--- config.mk ---
export PLATFORM = sky130hd
export DESIGN_NAME = verinject_memn_injector
export DESIGN_NICKNAME = d
export VERILOG_FILES = /design/src/rtl/verinject_memn_injector.sv
export SDC_FILE = /design/constraint.sdc
export NUM_CORES = 1
export LEC_CHECK = 0
export ABC_CLOCK_PERIOD_IN_PS = 4800
export BUFFER_PORTS_ARGS = -buffer_cell sky130_fd_sc_hd__buf_2
export CORE_MARGIN = 4
export CORE_UTILIZATION = 50
export DETAILED_ROUTE_END_ITERATION = 8
export PLACE_DENSITY = 0.75
export SLEW_MARGIN = 20
export SYNTH_ARGS = -nofsm -noshare
export SYNTH_HDL_FRONTEND = slang
export SYNTH_SLANG_ARGS = --single-unit
--- constraint.sdc ---
create_clock -name clock -period 4.8 [get_ports clock]
set_input_delay 0.48 -clock clock [delete_from_list [all_inputs] [get_ports clock]]
set_output_delay 0.48 -clock clock [all_outputs]
set_load 0.01 [all_outputs]
--- src/rtl/verinject_memn_injector.sv ---
// Memory fault injector: captures in-window injection indices into a bounded entry store
// and XOR-flips the matching bits on every read port until the word is rewritten.
module verinject_memn_injector #(
    parameter int          LEFT          = 0,
    parameter int          RIGHT         = 0,
    parameter int          ADDR_LEFT     = 0,
    parameter int          ADDR_RIGHT    = 0,
    parameter int          MEM_LEFT      = 0,
    parameter int          MEM_RIGHT     = 0,
    parameter int unsigned P_START       = 0,
    parameter int unsigned FIFO_DEPTH    = 4,
    parameter int unsigned READ_PORTS    = 1,
    parameter int unsigned OVERFLOW_MODE = 0,
    localparam int unsigned W  = 32'((LEFT >= RIGHT) ? (LEFT - RIGHT + 1) : (RIGHT - LEFT + 1)),
    localparam int unsigned A  = 32'((ADDR_LEFT >= ADDR_RIGHT) ? (ADDR_LEFT - ADDR_RIGHT + 1)
                                                               : (ADDR_RIGHT - ADDR_LEFT + 1)),
    localparam int unsigned CW = $clog2(FIFO_DEPTH + 1)
) (
    input  logic                       clock,
    input  logic                       reset,
    input  logic [31:0]                verinject__injector_state,
    input  logic [READ_PORTS*W-1:0]    unmodified,
    input  logic [READ_PORTS*A-1:0]    read_address,
    output logic [READ_PORTS*W-1:0]    modified,
    input  logic                       do_write,
    input  logic [A-1:0]               write_address,
    output logic [CW-1:0]              fifo_count,
    output logic                       overflow
);

    localparam int unsigned MEM_START = 32'((MEM_LEFT <= MEM_RIGHT) ? MEM_LEFT : MEM_RIGHT);
    localparam int unsigned MEM_LEN   = 32'((MEM_LEFT <= MEM_RIGHT) ? (MEM_RIGHT - MEM_LEFT + 1)
                                                                    : (MEM_LEFT - MEM_RIGHT + 1));
    localparam int unsigned PW        = (FIFO_DEPTH > 1) ? $clog2(FIFO_DEPTH) : 1;
    localparam logic [31:0] IDX_START = 32'(P_START);
    localparam logic [31:0] IDX_END   = 32'(P_START + MEM_LEN * W);
    localparam logic [31:0] W32       = 32'(W);

    logic [31:0]     idx_r [FIFO_DEPTH];
    logic [31:0]     idx_n [FIFO_DEPTH];
    logic [FIFO_DEPTH-1:0] valid_r;
    logic [FIFO_DEPTH-1:0] valid_c;
    logic [FIFO_DEPTH-1:0] valid_n;
    logic [PW-1:0]   repl_ptr;
    logic [PW-1:0]   ptr_n;
    logic [CW-1:0]   count_n;
    logic            ovf_n;
    logic            accept;
    logic            dup;
    logic            found;
    logic [32:0]     wr_base;
    logic [W-1:0]    mask_d [READ_PORTS];
    logic [W-1:0]    mask_r [READ_PORTS];

    // {in_range, first global index of the word}; out-of-range addresses match nothing
    function automatic logic [32:0] word_base(input logic [A-1:0] addr);
        logic [31:0] a32;
        logic [31:0] k;
        a32 = 32'(addr);
        k   = a32 - 32'(MEM_START);
        return {(a32 >= 32'(MEM_START)) && (k < 32'(MEM_LEN)), 32'(P_START) + k * W32};
    endfunction

    function automatic logic in_word(input logic [32:0] wb, input logic [31:0] idx);
        return wb[32] && ((idx - wb[31:0]) < W32);
    endfunction

    function automatic logic [W-1:0] bit_mask(input logic [32:0] wb, input logic [31:0] idx);
        logic [W-1:0] m;
        for (int unsigned b = 0; b < W; b++) begin
            m[b] = wb[32] && (idx == wb[31:0] + 32'(b));
        end
        return m;
    endfunction

    // Entry update: write-clear first, then toggle / allocate / overflow on post-clear validity
    always_comb begin
        accept  = (verinject__injector_state >= IDX_START) && (verinject__injector_state < IDX_END);
        wr_base = word_base(write_address);
        idx_n   = idx_r;
        ptr_n   = repl_ptr;
        ovf_n   = overflow;
        dup     = 1'b0;
        found   = 1'b0;
        count_n = '0;
        for (int unsigned e = 0; e < FIFO_DEPTH; e++) begin
            valid_c[e] = valid_r[e] && !(do_write && in_word(wr_base, idx_r[e]));
        end
        valid_n = valid_c;
        if (accept) begin
            for (int unsigned e = 0; e < FIFO_DEPTH; e++) begin
                if (valid_c[e] && (idx_r[e] == verinject__injector_state)) begin
                    valid_n[e] = 1'b0;
                    dup        = 1'b1;
                end
            end
            if (!dup) begin
                for (int unsigned e = 0; e < FIFO_DEPTH; e++) begin
                    if (!found && !valid_c[e]) begin
                        idx_n[e]   = verinject__injector_state;
                        valid_n[e] = 1'b1;
                        found      = 1'b1;
                    end
                end
                if (!found) begin
                    ovf_n = 1'b1;
                    if (OVERFLOW_MODE == 1) begin
                        for (int unsigned e = 0; e < FIFO_DEPTH; e++) begin
                            if (repl_ptr == PW'(e)) begin
                                idx_n[e]   = verinject__injector_state;
                                valid_n[e] = 1'b1;
                            end
                        end
                        ptr_n = (repl_ptr == PW'(FIFO_DEPTH - 1)) ? '0 : repl_ptr + PW'(1);
                    end
                end
            end
        end
        for (int unsigned e = 0; e < FIFO_DEPTH; e++) begin
            count_n = count_n + CW'(valid_n[e]);
        end
    end

    // Per-port mask from pre-edge entries plus the injection presented this cycle
    always_comb begin
        for (int unsigned p = 0; p < READ_PORTS; p++) begin
            logic [32:0]  rd_base;
            logic [W-1:0] m;
            rd_base = word_base(read_address[p*A +: A]);
            m       = '0;
            for (int unsigned e = 0; e < FIFO_DEPTH; e++) begin
                if (valid_r[e]) begin
                    m = m ^ bit_mask(rd_base, idx_r[e]);
                end
            end
            if (accept) begin
                m = m ^ bit_mask(rd_base, verinject__injector_state);
            end
            mask_d[p] = m;
        end
    end

    always_comb begin
        modified = unmodified;
        for (int unsigned p = 0; p < READ_PORTS; p++) begin
            modified[p*W +: W] = unmodified[p*W +: W] ^ mask_r[p];
        end
    end

    always_ff @(posedge clock) begin
        if (reset) begin
            valid_r    <= '0;
            repl_ptr   <= '0;
            fifo_count <= '0;
            overflow   <= 1'b0;
            for (int unsigned p = 0; p < READ_PORTS; p++) begin
                mask_r[p] <= '0;
            end
        end else begin
            valid_r    <= valid_n;
            repl_ptr   <= ptr_n;
            fifo_count <= count_n;
            overflow   <= ovf_n;
            for (int unsigned p = 0; p < READ_PORTS; p++) begin
                mask_r[p] <= mask_d[p];
            end
        end
    end

    // Index payload is qualified by valid_r, so it needs no reset
    always_ff @(posedge clock) begin
        for (int unsigned e = 0; e < FIFO_DEPTH; e++) begin
            idx_r[e] <= idx_n[e];
        end
    end

endmodule

==> metrics.yaml <==
grt_use_total_pct: 26.23
antenna_cells: 0
fin_crit_sh_pct: 93.06
layout-drive-gt1-share_pct: 13.29
gp_congestion: 0.9220
via_count: 5630
cp.buffers_inverters: 0
final-max-slew-violation-count: 0
status: "finished, final reports clean"
critPathLaunchType: "register"
core_sq_um: 14640
area_growth_pct: 12.52
synthTopCellsByArea: "edfxtp_1, xor2_1, nor4_1"
dp_cells: 852
critPathTopFamily: "simple AND/OR/NAND/NOR gates"
start_util_pct: 51.54
overflow: 0
critPathSlowestCell: "or4_4"
dpl.hpwl_um: 14780
vias_per_cell: 6.369
cts.path.max_buffers: 2
max-cap-violations: 0
grt_pass1_wl_um: 32570
post-cts-setup-buffer-count: 0
die-area_sq_um: 17120
rsz0062_at_grt: "false"
peakVddDrop_mv: 0.2834
worstSetupEndpointType: "register"
tightest_slew_ns: 0.5844
place_area_sq_um: 7939
seq_area_frac_synth_pct: 53.32
cts_tree: "built"
fin_area_sq_um: 8492
ctsResizeCount: 0
antenna_found_initial: 0
pin_count: 43
reg2regPathDepth: 13
post-route-min-period_ns: 4.467
ff2ff_setup_slack_ns: 0.33
clkTransAtPathRegs_ns: 0.06
io_buffer_count: 42
arrival_ns: 4.77
syn_nets: 702
hold_slack_ns: 0.3568
synth.most_common_cell: "edfxtp_1"
slew_headroom_pct: 60.68
ys_ff_latch: 137
ys_async_sr_fraction_pct: 0
required_ns: 5.11
grt_max_degree: 33
powerDensity_nw_per_um2: 315.2
final_net_count: 736
path_cells: "or4_4 -> or4_1 -> o31ai_4 -> o311ai_1 -> or4_1 -> o41a_1 -> and3b_1 -> nand3b_1 -> nand2_1 -> fa_1 -> ha_1 -> ha_1 -> nor2b_1"
cts_hold_buf: 0
synth_commonest_cells: "edfxtp_1, xor2_1, nor4_1"
synth_ff_type: "edfxtp_1"
syn-instance-count: 653
postRouteWirelength_um: 21480
antenna_left: 0
final-instance-count-excl-fill: 884
die_h_um: 130.9
cp.depth: 13
route.detailed.drc: 0
fmax_mhz: 223.9
worstHoldPathType: "input port to register"
die_x_um: 130.9
yosys_warnings: 0
grt_pass1_vias: 5539
cts_max_level: 4
setup_tns_ns: 0
wire_per_inst_um: 24.29
p_leak_nw: 2.815
avgSynthCellArea_sq_um: 11.56
syn_area_sq_um: 7547
dr.first_iter.drc_count: 804
path_max_fanout: 6
finClkSkew_ns: 0.009833
hold_viol_final: 0
cts_sinks: 137
synth_edf_count: 128
cts_inserted_buffers: 17
synth_top_area_share_pct: 50.93
dr.pass1.iters: 5
cts_root_buffer: "clkbuf_16"
clock_latency_ns: 0.42
ys_types: 59
synth_area_leader_cell: "edfxtp_1"
max_stage_delay_ns: 0.58
finalSetupViolCount: 0
rows: 44
critical_path_class: "register to register"
holdPathStages: 2
## cell families after synthesis
logic type | share of synthesized area [%]
and+or+nand+nor | 19.70
xor gates and xnor gates | 16.94
DFF | 53.32
buffers and inverters | 2.752
AOI/OAI and AO/OA | 5.040
adders and majority gates | 1.923
muxes | 0.3315
## path summary, 6_finish.rpt
path                    to       from
max          fifo_count[1]  idx_r[71]
min             valid_r[1]      reset
max reg2reg  fifo_count[1]  idx_r[71]
min reg2reg       overflow   overflow
## power breakdown
part / internal, mW / switching (mW)
Sequential: 1.30 / 0.000000000114
Clock: 0.713 / 0.515
Combinational: 0.0435 / 0.101
Total: 2.06 / 0.616
## worst reg2reg max path, cell delays in order (launching register included)
cell	delay (ns)
edfxtp_1	0.42
or4_4	0.58
or4_1	0.56
o31ai_4	0.22
o311ai_1	0.11
or4_1	0.51
o41a_1	0.42
and3b_1	0.24
nand3b_1	0.13
nand2_1	0.09
fa_1	0.46
ha_1	0.22
ha_1	0.27
nor2b_1	0.12
## area by class of cell
class,count,area (sq um)
multi-input cells,461,3316
repair buffers,53,305.3
well taps,184,230.2
clock buffers,18,429.2
fillers,1223,6152
inverters,17,63.81
flip-flops and latches,137,4024
clock inverters,14,123.9
## registers in the layout, indices dropped and copies added (netlist names)
register,cells
fifo_count,3
idx_r,128
mask_r,1
overflow,1
valid_r,4
## placed cells by master (no fill, tap or decap), drive strengths merged, types with 10 or more instances in the layout
cell type and n:
or3 16, xor2 103, nor3 16, buf 53
nand3 14, edfxtp 128, nor4 61, nor2b 10
nand2 23, clkbuf 18, xnor2 43, nand4 28
nor2 32, ha 10, inv 20
## stage by stage
step | setup slack (ns) | util, % | power, mW
global placement | 0.2742 | 54.21 | 1.469
CTS | 0.3263 | 57.99 | 2.696
finish | 0.3329 | 57.99 | 2.677
detailed placement | 0.2420 | 54.21 | 1.471
global route | 0.1046 | 57.99 | 2.753
floorplan | 0.6414 | - | 1.405
## routing by layer
metal	global-route usage, %	vias up	part of all wire, %
met5	0	-	0
met3	5.894	48	9.2
met2	40.62	300	46
li1	-	2516	-
met1	36.23	2766	42
met4	10.10	0	3.7
(Power assumes the default switching activity.)
